==> config.mk <==
export PLATFORM = sky130hd
export DESIGN_NAME = mmcm_reconfig_ctrl_flat
export DESIGN_NICKNAME = d
export VERILOG_FILES = /design/src/rtl/mmcm_reconfig_pkg.sv /design/src/rtl/mmcm_reconfig_if.sv /design/src/rtl/mmcm_reconfig_rom.sv /design/src/rtl/mmcm_reconfig_ctrl.sv /design/src/flat_wrapper.sv
export SDC_FILE = /design/constraint.sdc
export NUM_CORES = 1
export LEC_CHECK = 0
export CAP_MARGIN = 10
export CORE_ASPECT_RATIO = 0.7
export CORE_MARGIN = 5
export CORE_UTILIZATION = 49
export DETAILED_ROUTE_END_ITERATION = 16
export HOLD_SLACK_MARGIN = 0.02
export PLACE_DENSITY = 0.8
export SKIP_CTS_REPAIR_TIMING = 1
export SYNTH_ARGS = -nofsm -noshare
export SYNTH_HDL_FRONTEND = slang
export SYNTH_SLANG_ARGS = --single-unit
==> constraint.sdc <==
create_clock -name clk_in -period 2.6 [get_ports clk_in]
set_input_delay 0.26 -clock clk_in [delete_from_list [all_inputs] [get_ports clk_in]]
set_output_delay 0.26 -clock clk_in [all_outputs]
set_load 0.02 [all_outputs]
==> src/rtl/mmcm_reconfig_pkg.sv <==
// Shared types, sizes and preset DRP tables for the MMCM reconfiguration controller.
// Holds no logic beyond the read-modify-write merge helper.
package mmcm_reconfig_pkg;

    localparam int NUM_CFG      = 2;
    localparam int NUM_REGS     = 8;
    localparam int DRDY_TIMEOUT = 63;
    localparam int LOCK_TIMEOUT = 4095;
    localparam int BLANK_CYCLES = 4;

    localparam int SEL_W   = (NUM_CFG > 1) ? $clog2(NUM_CFG) : 1;
    localparam int IDX_W   = (NUM_REGS > 1) ? $clog2(NUM_REGS) : 1;
    localparam int BLANK_W = $clog2(BLANK_CYCLES + 1);
    localparam int WD_W    = $clog2(LOCK_TIMEOUT + 1);

    typedef logic [2:0] state_t;
    localparam state_t ST_IDLE      = 3'd0;
    localparam state_t ST_RST_SETUP = 3'd1;
    localparam state_t ST_RD        = 3'd2;
    localparam state_t ST_RD_WAIT   = 3'd3;
    localparam state_t ST_WR        = 3'd4;
    localparam state_t ST_WR_WAIT   = 3'd5;
    localparam state_t ST_RELEASE   = 3'd6;
    localparam state_t ST_LOCK_WAIT = 3'd7;

    typedef struct packed {
        logic [6:0]  addr;
        logic [15:0] mask;
        logic [15:0] data;
    } drp_entry_t;

    // mask bits set keep the MMCM's current register bit; cleared bits take data.
    localparam drp_entry_t CFG_TABLE [NUM_CFG][NUM_REGS] = '{
        '{ '{7'h08, 16'h1000, 16'h1145},
           '{7'h09, 16'hFC00, 16'h0000},
           '{7'h14, 16'h1000, 16'h0208},
           '{7'h15, 16'hFC00, 16'h0080},
           '{7'h16, 16'hC000, 16'h1041},
           '{7'h18, 16'hFC00, 16'h00FA},
           '{7'h19, 16'h8000, 16'h7C01},
           '{7'h1A, 16'h8000, 16'h7FE9} },
        '{ '{7'h08, 16'hF000, 16'h0123},
           '{7'h09, 16'hFC00, 16'h0000},
           '{7'h14, 16'h1000, 16'h0186},
           '{7'h15, 16'hFC00, 16'h0040},
           '{7'h16, 16'hC000, 16'h1041},
           '{7'h18, 16'hFC00, 16'h00C8},
           '{7'h19, 16'h8000, 16'h7C01},
           '{7'h1A, 16'h8000, 16'h7FE9} }
    };

    function automatic logic [15:0] drp_merge(input logic [15:0] cur, input drp_entry_t e);
        return (cur & e.mask) | (e.data & ~e.mask);
    endfunction

endpackage

==> src/rtl/mmcm_reconfig_if.sv <==
// Control and DRP signal bundle between the reconfiguration controller and its surroundings.
// master = controller side, slave = system control / MMCM side.
interface mmcm_reconfig_if;
    import mmcm_reconfig_pkg::*;

    logic             req;
    logic [SEL_W-1:0] sel;
    logic             busy;
    logic             done;
    logic             error;
    logic             mmcm_rst;
    logic             locked;
    logic [6:0]       daddr;
    logic [15:0]      di;
    logic             den;
    logic             dwe;
    logic [15:0]      do_in;
    logic             drdy;

    modport master (
        input  req, sel, locked, do_in, drdy,
        output busy, done, error, mmcm_rst, daddr, di, den, dwe
    );

    modport slave (
        output req, sel, locked, do_in, drdy,
        input  busy, done, error, mmcm_rst, daddr, di, den, dwe
    );
endinterface

==> src/rtl/mmcm_reconfig_rom.sv <==
// Purpose: preset DRP entry lookup by (configuration, register index).
// Latency: combinational.
// Backpressure: none.
module mmcm_reconfig_rom
    import mmcm_reconfig_pkg::*;
(
    input  logic [SEL_W-1:0] sel,
    input  logic [IDX_W-1:0] idx,
    output drp_entry_t       entry
);
    always_comb begin
        entry = CFG_TABLE[sel][idx];
    end
endmodule

==> src/rtl/mmcm_reconfig_ctrl.sv <==
// Purpose: MMCM DRP read-modify-write sequencer; MMCM_RECONFIG_TIMEOUT_EN adds drdy/lock watchdogs.
// Latency: req -> busy/mmcm_rst +1 cycle, first den +2; 2k+2 cycles per register for drdy latency k.
// Backpressure: stalls on drdy and locked (bounded only with the watchdog); req ignored while busy.
module mmcm_reconfig_ctrl
    import mmcm_reconfig_pkg::*;
(
    input  logic            clk_in,
    input  logic            reset,
    mmcm_reconfig_if.master bus
);
    state_t             state_q;
    logic [SEL_W-1:0]   sel_q;
    logic [IDX_W-1:0]   idx_q;
    logic [IDX_W-1:0]   rom_idx;
    logic               busy_q;
    logic               done_q;
    logic               mmcm_rst_q;
    logic               den_q;
    logic               dwe_q;
    logic [6:0]         daddr_q;
    logic [15:0]        di_q;
    logic [BLANK_W-1:0] blank_q;
    logic               lock_meta_q;
    logic               lock_sync_q;
    logic               last_reg;
    drp_entry_t         entry;
`ifdef MMCM_RECONFIG_TIMEOUT_EN
    logic [WD_W-1:0]    wd_q;
    logic               err_q;
`endif

    // Outputs are registered on the transition, so the lookup must already point
    // at the next register while the current write is completing.
    assign rom_idx  = (state_q == ST_WR_WAIT) ? idx_q + IDX_W'(1) : idx_q;
    assign last_reg = (idx_q == IDX_W'(NUM_REGS - 1));

    mmcm_reconfig_rom u_rom (
        .sel   (sel_q),
        .idx   (rom_idx),
        .entry (entry)
    );

    always_ff @(posedge clk_in) begin
        if (reset) begin
            lock_meta_q <= 1'b0;
            lock_sync_q <= 1'b0;
        end else begin
            lock_meta_q <= bus.locked;
            lock_sync_q <= lock_meta_q;
        end
    end

    always_ff @(posedge clk_in) begin
        if (reset) begin
            state_q    <= ST_IDLE;
            sel_q      <= '0;
            idx_q      <= '0;
            busy_q     <= 1'b0;
            done_q     <= 1'b0;
            mmcm_rst_q <= 1'b0;
            den_q      <= 1'b0;
            dwe_q      <= 1'b0;
            daddr_q    <= '0;
            di_q       <= '0;
            blank_q    <= '0;
`ifdef MMCM_RECONFIG_TIMEOUT_EN
            wd_q       <= '0;
            err_q      <= 1'b0;
`endif
        end else begin
            den_q  <= 1'b0;
            dwe_q  <= 1'b0;
            done_q <= 1'b0;
`ifdef MMCM_RECONFIG_TIMEOUT_EN
            err_q  <= 1'b0;
`endif
            case (state_q)
                ST_IDLE: begin
                    if (bus.req) begin
                        sel_q      <= bus.sel;
                        idx_q      <= '0;
                        busy_q     <= 1'b1;
                        mmcm_rst_q <= 1'b1;
                        state_q    <= ST_RST_SETUP;
                    end
                end
                ST_RST_SETUP: begin
                    den_q   <= 1'b1;
                    daddr_q <= entry.addr;
                    state_q <= ST_RD;
                end
                ST_RD: begin
`ifdef MMCM_RECONFIG_TIMEOUT_EN
                    wd_q    <= WD_W'(1);
`endif
                    state_q <= ST_RD_WAIT;
                end
                ST_RD_WAIT: begin
                    // Merge straight from do_in; the read value is needed for this one write only.
                    if (bus.drdy) begin
                        den_q   <= 1'b1;
                        dwe_q   <= 1'b1;
                        di_q    <= drp_merge(bus.do_in, entry);
                        state_q <= ST_WR;
                    end
`ifdef MMCM_RECONFIG_TIMEOUT_EN
                    else if (wd_q >= WD_W'(DRDY_TIMEOUT)) begin
                        err_q      <= 1'b1;
                        busy_q     <= 1'b0;
                        mmcm_rst_q <= 1'b0;
                        state_q    <= ST_IDLE;
                    end else begin
                        wd_q <= wd_q + 1'b1;
                    end
`endif
                end
                ST_WR: begin
`ifdef MMCM_RECONFIG_TIMEOUT_EN
                    wd_q    <= WD_W'(1);
`endif
                    state_q <= ST_WR_WAIT;
                end
                ST_WR_WAIT: begin
                    if (bus.drdy) begin
                        if (last_reg) begin
                            mmcm_rst_q <= 1'b0;
                            state_q    <= ST_RELEASE;
                        end else begin
                            idx_q   <= idx_q + IDX_W'(1);
                            den_q   <= 1'b1;
                            daddr_q <= entry.addr;
                            state_q <= ST_RD;
                        end
                    end
`ifdef MMCM_RECONFIG_TIMEOUT_EN
                    else if (wd_q >= WD_W'(DRDY_TIMEOUT)) begin
                        err_q      <= 1'b1;
                        busy_q     <= 1'b0;
                        mmcm_rst_q <= 1'b0;
                        state_q    <= ST_IDLE;
                    end else begin
                        wd_q <= wd_q + 1'b1;
                    end
`endif
                end
                ST_RELEASE: begin
                    blank_q <= BLANK_W'(BLANK_CYCLES);
`ifdef MMCM_RECONFIG_TIMEOUT_EN
                    wd_q    <= WD_W'(1);
`endif
                    state_q <= ST_LOCK_WAIT;
                end
                ST_LOCK_WAIT: begin
                    // A stale lock from before reset release must not be trusted until blanking ends.
                    if (blank_q != '0) begin
                        blank_q <= blank_q - 1'b1;
                    end
                    if (blank_q == '0 && lock_sync_q) begin
                        done_q  <= 1'b1;
                        busy_q  <= 1'b0;
                        state_q <= ST_IDLE;
                    end
`ifdef MMCM_RECONFIG_TIMEOUT_EN
                    else if (wd_q >= WD_W'(LOCK_TIMEOUT)) begin
                        err_q      <= 1'b1;
                        busy_q     <= 1'b0;
                        mmcm_rst_q <= 1'b0;
                        state_q    <= ST_IDLE;
                    end else begin
                        wd_q <= wd_q + 1'b1;
                    end
`endif
                end
                default: state_q <= ST_IDLE;
            endcase
        end
    end

    assign bus.busy     = busy_q;
    assign bus.done     = done_q;
    assign bus.mmcm_rst = mmcm_rst_q;
    assign bus.den      = den_q;
    assign bus.dwe      = dwe_q;
    assign bus.daddr    = daddr_q;
    assign bus.di       = di_q;
`ifdef MMCM_RECONFIG_TIMEOUT_EN
    assign bus.error    = err_q;
`else
    assign bus.error    = 1'b0;
`endif

endmodule

==> src/flat_wrapper.sv <==
// flat-port wrapper written by rule: the top's interface ports become plain ports
module mmcm_reconfig_ctrl_flat import mmcm_reconfig_pkg::*;
  (clk_in, reset, bus_req, bus_sel, bus_locked, bus_do_in, bus_drdy, bus_busy, bus_done, bus_error, bus_mmcm_rst, bus_daddr, bus_di, bus_den, bus_dwe);
  mmcm_reconfig_if bus_i ();
  input  logic clk_in;
  input  logic reset;
  input wire logic [$bits(bus_i.req)-1:0] bus_req;
  input wire logic [$bits(bus_i.sel)-1:0] bus_sel;
  input wire logic [$bits(bus_i.locked)-1:0] bus_locked;
  input wire logic [$bits(bus_i.do_in)-1:0] bus_do_in;
  input wire logic [$bits(bus_i.drdy)-1:0] bus_drdy;
  output wire logic [$bits(bus_i.busy)-1:0] bus_busy;
  output wire logic [$bits(bus_i.done)-1:0] bus_done;
  output wire logic [$bits(bus_i.error)-1:0] bus_error;
  output wire logic [$bits(bus_i.mmcm_rst)-1:0] bus_mmcm_rst;
  output wire logic [$bits(bus_i.daddr)-1:0] bus_daddr;
  output wire logic [$bits(bus_i.di)-1:0] bus_di;
  output wire logic [$bits(bus_i.den)-1:0] bus_den;
  output wire logic [$bits(bus_i.dwe)-1:0] bus_dwe;
  assign bus_i.req = bus_req;
  assign bus_i.sel = bus_sel;
  assign bus_i.locked = bus_locked;
  assign bus_i.do_in = bus_do_in;
  assign bus_i.drdy = bus_drdy;
  assign bus_busy = bus_i.busy;
  assign bus_done = bus_i.done;
  assign bus_error = bus_i.error;
  assign bus_mmcm_rst = bus_i.mmcm_rst;
  assign bus_daddr = bus_i.daddr;
  assign bus_di = bus_i.di;
  assign bus_den = bus_i.den;
  assign bus_dwe = bus_i.dwe;
  mmcm_reconfig_ctrl u_core (.clk_in(clk_in), .reset(reset), .bus(bus_i));
endmodule
## Word level (Yosys, flattened, before mapping)

Cells that the tools add are included.

- Register bits: 40
- Output and inout port bits: 29
- Logic and storage cells: 91

- Add/sub/neg operators: 2
- Order comparisons: 2
- Equality and inequality tests: 15
- Mux-type cells: 33
- Bitwise operators: 8
- Reduce and logical (&&, ||, !) cells: 18

Operator list:

| kind | number |
|---|---|
| $mux W312 | 2 |
| $mux W305 | 1 |
| $bmux W39 S3 | 1 |
| $mux W39 | 2 |
| $and A16 B16 Y16 | 2 |
| $mux W3 | 10 |
| $pmux W3 S8 | 1 |
| $not A16 Y16 | 1 |
| $or A16 B16 Y16 | 1 |
| $eq A3 B3 Y1 const B | 5 |
| $mux W7 | 2 |
| $pmux W7 S2 | 1 |
| $pmux W3 S2 | 2 |
| $reduce_and A4 Y1 | 3 |
| $mux W1 | 8 |
| $ne A2 B2 Y1 const B | 4 |
| $reduce_bool A2 Y1 | 4 |
| $eq A3 B2 Y1 const B | 2 |
| $logic_not A3 Y1 | 2 |
| $ne A2 B1 Y1 const B | 3 |
| $reduce_and A2 Y1 | 3 |
| $reduce_and A3 Y1 | 2 |
| $ge A4 B4 Y1 const B | 1 |
| $not A3 Y4 | 1 |
| 11 further kinds | 14 |

## Logic depth before layout (Yosys ltp)

Gate-level depths: netlist (run 1).

- Depth in word-level cells: 10
- Mapped depth: 9
- Mapped depth without buffers: 7

## Cells and area by module

A second synthesis (run 1) with hierarchy kept.

- Cells, all modules: 272
- Area, all modules: 2452.4 µm²

Modules (own cells, without submodules):

| module | instances | cells an instance | area an instance (µm²) |
|---|---|---|---|
| mmcm_reconfig_ctrl | 1 | 196 | 1856.8 |
| mmcm_reconfig_rom | 1 | 76 | 595.6 |

## Least setup slack after synthesis (run 1)

No wires, ideal clock.

- Path kind: register -> register
- From: reg u_core.state_q[1]
- To: reg u_core.di_q[10] (netlist: u_core.bus.di[10])
- Setup time: 0.132 ns
- Arrival time: 2.199 ns
- Required time: 2.468 ns
- Setup slack: 0.269 ns
- Stages on the path, launching flop included: 10
- Buffers on the path: 2
- Period minus slack after synthesis: 2.331 ns
- Cells stage by stage: dfxtp_1 buf_4 and3b_1 buf_6 xnor2_1 inv_1 ha_1 or3_1 a31oi_1 nor3_1

- Word-level cells in the longest chain between the ends: 9
- Elaborated cells on any way between the ends: 12
- Classes of those cells: eq/ne (2); mux (4); bitwise (5); reduce/logical (1)

Ends and longest elaborated chain:

| item | RTL line | text |
|---|---|---|
| from (decl) | mmcm_reconfig_ctrl.sv:11 | `state_t state_q;` |
| from (signal assigned) | mmcm_reconfig_ctrl.sv:55 | `state_q <= ST_IDLE;` |
| from (signal assigned) | mmcm_reconfig_ctrl.sv:84 | `state_q <= ST_RST_SETUP;` |
| from (signal assigned) | mmcm_reconfig_ctrl.sv:90 | `state_q <= ST_RD;` |
| $eq A3 B3 Y1 | mmcm_reconfig_ctrl.sv:34 | `assign rom_idx = (state_q == ST_WR_WAIT) ? idx_q + IDX_W'(1) : idx_q;` |
| $mux W3 | mmcm_reconfig_ctrl.sv:34 |  |
| $not A3 Y4 (implied by the code) | mmcm_reconfig_rom.sv:12 | `entry = CFG_TABLE[sel][idx];` |
| $bmux W39 S3 | mmcm_reconfig_rom.sv:12 |  |
| $mux W39 (implied by the code) (2 in series) | mmcm_reconfig_rom.sv:12 |  |
| $not A16 Y16 | mmcm_reconfig_pkg.sv:53 | `return (cur & e.mask) \| (e.data & ~e.mask);` |
| $and A16 B16 Y16 | mmcm_reconfig_pkg.sv:53 |  |
| $or A16 B16 Y16 | mmcm_reconfig_pkg.sv:53 |  |
| to (signal assigned) | mmcm_reconfig_ctrl.sv:103 | `di_q <= drp_merge(bus.do_in, entry);` |
| to (decl) | mmcm_reconfig_ctrl.sv:21 | `logic [15:0] di_q;` |

Parallel ways exist; a longest one is shown, timed or not. The select of a mux whose other input is x is not followed.
A chain may end at the register's enable or synchronous reset.

## Worst setup path after layout (run 1)

Same ends and word-level chain as after synthesis.

==> metrics.md, run 1 <==
| Metric | Value |
|---|---|
| Rel. slew slack | between 50 and 60% |
| Hold Path Stages | 1 |
| Fin nets | roughly 320 |
| Worst IR Drop VDD | approximately 0.00031 V |
| Worst setup SP type | flop |
| Clock transition at path regs | roughly 0.07 ns |
| Wl on met1 | between 2000 and 2500 um |
| Metal3 WL | around 400 um |
| Max Buffers Root-to-Sink | 2 |
| Pin count of the biggest net entering global routing | 34 |
| Pre-CTS setup slack | a little under 0.3 ns |
| Syn Area/Cell | 8.502 sq um |
| Fillers | between 300 and 400 |
| Largest stage delay on the critical path | between 0.4 and 0.5 ns |
| Synth area leader | dfxtp_1 |
| Crit end category | flop |
| Number of buffers created by CTS | 5 |
| Share of cells above drive strength 1 | about a tenth |
| Async SR Flop Fraction | 0% |
| Skew final | between 0.004 and 0.005 ns |
| GRT Util Overall | 19.47% |
| Initial core utilization | between 50 and 60% |
| Via density | between 5 and 6 |
| Setup TNS | 0 ns |
| Area of the mapped netlist | roughly 0.0020 sq mm |
| Routed Antenna Nets | 0 |
| Vias in the first global route | roughly 1.8k |
| RSZ-0062 raised after global routing | no |
| DP HPWL | about 3600 um |
| CTS tree | yes |
| Final Setup Violations | 0 |
| Fin. max-slew vios | 0 |
| Crit Path Class | reg -> reg |
| IO Count | between 50 and 60 |
| Crit path time final | around 2.3 ns |
| Clock Latency Late Sink | around 0.29 ns |
| Fin. Hold Viols | 0 |
| Register bit total from synthesis | 38 |
| Crit-path slowest cell | and3b_1 |
| H-tree depth | 2 |
| Synthesis-to-finish area growth | 25.99% |
| P_leak | roughly 0.00097 uW |
| Post-synthesis cell type count | 49 |
| Worst setup margin | 0.3313 ns |
| Synth top area share | between 30% and 40% |
| Number of synthesized flops with an enable pin | 0 |
| DR iter-0 viols | 300 |
| Grt total ovfl | 0 |
| Stages on worst setup path | 7 |
| Die Span Y | around 64 um |
| Port Buffers | 37 |
| First-pass GRT wire length | 8618 um |
| Share of power burned in registers | between 50% and 60% |
| Power Dens Cells | slightly below 500 mW/mm^2 |
| Comb power frac | 15.9% |
| Routed wl met2 | 2062 um |
| Placement row count | 19 |
| Status | complete, no violations |
| CP top delay family | simple AND/OR/NAND/NOR gates |
| Post-Synthesis Cells | 239 |
| Post-Route WL | about 4900 um |
| Sequential element share of the synthesized area | around 37% |
| Residual DRC | 0 |
| Commonest register cell after synthesis | dfxtp_1 |
| Clock share of power | 33.8% |
| Synth warn | 0 |
| WP buf/inv | 1 |
| Finished Layout Cells | 330 |
| Synth area leaders | dfxtp_1, ha_1, a21oi_1 |
| Placed Area | roughly 0.0025 sq mm |
| Worst Hold Class | reg -> reg |
| Sink Count | 38 |
| Slew @ Worst Pin | around 0.7 ns |
| WL per Instance | 14.85 um |
| Pwr Total | between 1000 and 1500 uW |
| DP Cell Count | 322 |
| Clock Root Buffer | clkbuf_8 |
| Initial antenna violation count | 0 |
| Post-route clock period utilization | between 80 and 90% |
| P_sw | 323.6 uW |
| Worst R2R Path Depth | 7 |
| Die area | 0.005555 sq mm |
| Design Area, Final | 0.002560 sq mm |
| Ant. Diodes | 0 |
| Drt first pass iters | 4 |
| Sw frac | a little over a quarter |
| Max-cap violation count | 0 |
| Via count | ~1.9k |
| CP Data Arrival Time | 2.44 ns |
| Highest Clock Rate | between 0.4 and 0.5 GHz |
| Critical Path Fanout Max | 10 |
| Internal power | 906.2 uW |
| Routability Congestion | between 0.8 and 0.9 |
| Die X | 86.97 um |
| CP cell instances | and3b_1 > mux2_4 > inv_2 > ha_1 > o21ai_0 > a31oi_1 > nor3_1 |
| Commonest non-fill, non-tap cells in the layout | dfxtp_1, clkdlybuf4s50_1, nor2_1 |
| Uppermost routed layer | met4 |
| Worst EP required | roughly 2.8 ns |
| Core ar. | between 0.003 and 0.004 sq mm |
| Most common cell after layout, fill and taps aside | dfxtp_1 |
synth_stat cells, drive strengths merged, types with 4 or more instances:
cell / number
nand2: 18
nor2b: 7
inv: 9
buf: 7
nor4: 5
clkbuf: 12
dfxtp: 38
a31oi: 4
nor2: 20
a21oi: 17
o21ai: 8
o22ai: 5
a21o: 6
ha: 16
nand3: 9
nor3: 11
power groups by stage:
stage | Sequential (uW) | Clock [uW] | Combinational [uW]
after floorplan | 649 | 0 | 104
after global placement | 631 | 0 | 194
after detailed placement | 632 | 0 | 195
after CTS | 619 | 428 | 195
after global routing | 622 | 455 | 215
final | 618 | 415 | 196
final cells by class:
type / count / area [sq um] / share of cell area (%)
inverter: 9 / 33.78 / 1.320
multi-input combinational: 175 / 1156 / 45.16
tap: 52 / 65.06 / 2.542
timing repair buffer: 48 / 452.9 / 17.69
clock inverter: 1 / 5.005 / 0.1955
clock buffer: 7 / 86.33 / 3.372
sequential: 38 / 760.7 / 29.72
registers in the layout, summed over array words and instances, names as in the netlist:
| register | cells |
|---|---|
| u_core.bus.daddr | 5 |
| u_core.bus.den | 1 |
| u_core.bus.busy | 1 |
| u_core.bus.mmcm_rst | 1 |
| u_core.state_q | 3 |
| u_core.bus.di | 16 |
| u_core.blank_q | 3 |
| u_core.lock_meta_q | 1 |
| u_core.bus.dwe | 1 |
| u_core.sel_q | 1 |
| u_core.lock_sync_q | 1 |
| u_core.idx_q | 3 |
| u_core.bus.done | 1 |
per-layer routing:
| metal | global-route usage (%) | up-vias |
|---|---|---|
| met5 | 0 | - |
| met4 | 8.560 | 0 |
| met3 | 5.777 | 7 |
| met2 | 27.75 | 60 |
| met1 | 27.06 | 884 |
| li1 | - | 938 |
worst reg2reg max path, cell delays in order, from the launching register on:
cell,delay (ns)
dfxtp_1,0.31
and3b_1,0.43
mux2_4,0.41
inv_2,0.18
ha_1,0.28
o21ai_0,0.19
a31oi_1,0.26
nor3_1,0.08
cells by family after synthesis:
group / Yosys count / share of synthesized area (%)
and+or+nand+nor: 88 / 22.29
AOI/OAI and AO/OA: 62 / 20.38
DFF: 38 / 37.44
buffers and inverters: 28 / 6.404
adders and majority gates: 16 / 9.852
muxes: 5 / 3.017
other: 1 / 0.1846
xor gates and xnor gates: 1 / 0.4311
worst paths after layout:
path | slack, ns | from | to
hold / removal | 0.44 | u_core.lock_meta_q | u_core.lock_sync_q
setup / recovery | 0.33 | u_core.state_q[1] | u_core.bus.di[10]
setup reg to reg | 0.33 | u_core.state_q[1] | u_core.bus.di[10]
hold reg to reg | 0.44 | u_core.lock_meta_q | u_core.lock_sync_q
through the flow:
stage	util (%)	hold slack, ns
after floorplan	-	0.3882
after global placement	61.99	0.4169
after detailed placement	61.99	0.4360
final	64.48	0.4438
after global routing	64.48	0.4795
after CTS	64.29	0.4526
Note: power is estimated with default switching activity, not from simulation.
==> inputs of run 2 (changes only) <==
--- a/config.mk
+++ b/config.mk
@@ -10,7 +10,6 @@
 export CORE_MARGIN = 5
 export CORE_UTILIZATION = 49
 export DETAILED_ROUTE_END_ITERATION = 16
-export HOLD_SLACK_MARGIN = 0.02
 export PLACE_DENSITY = 0.8
 export SKIP_CTS_REPAIR_TIMING = 1
 export SYNTH_ARGS = -nofsm -noshare
==> results of run 2 <==
The final DEF is identical to that of run 1; final timing and power are the same.
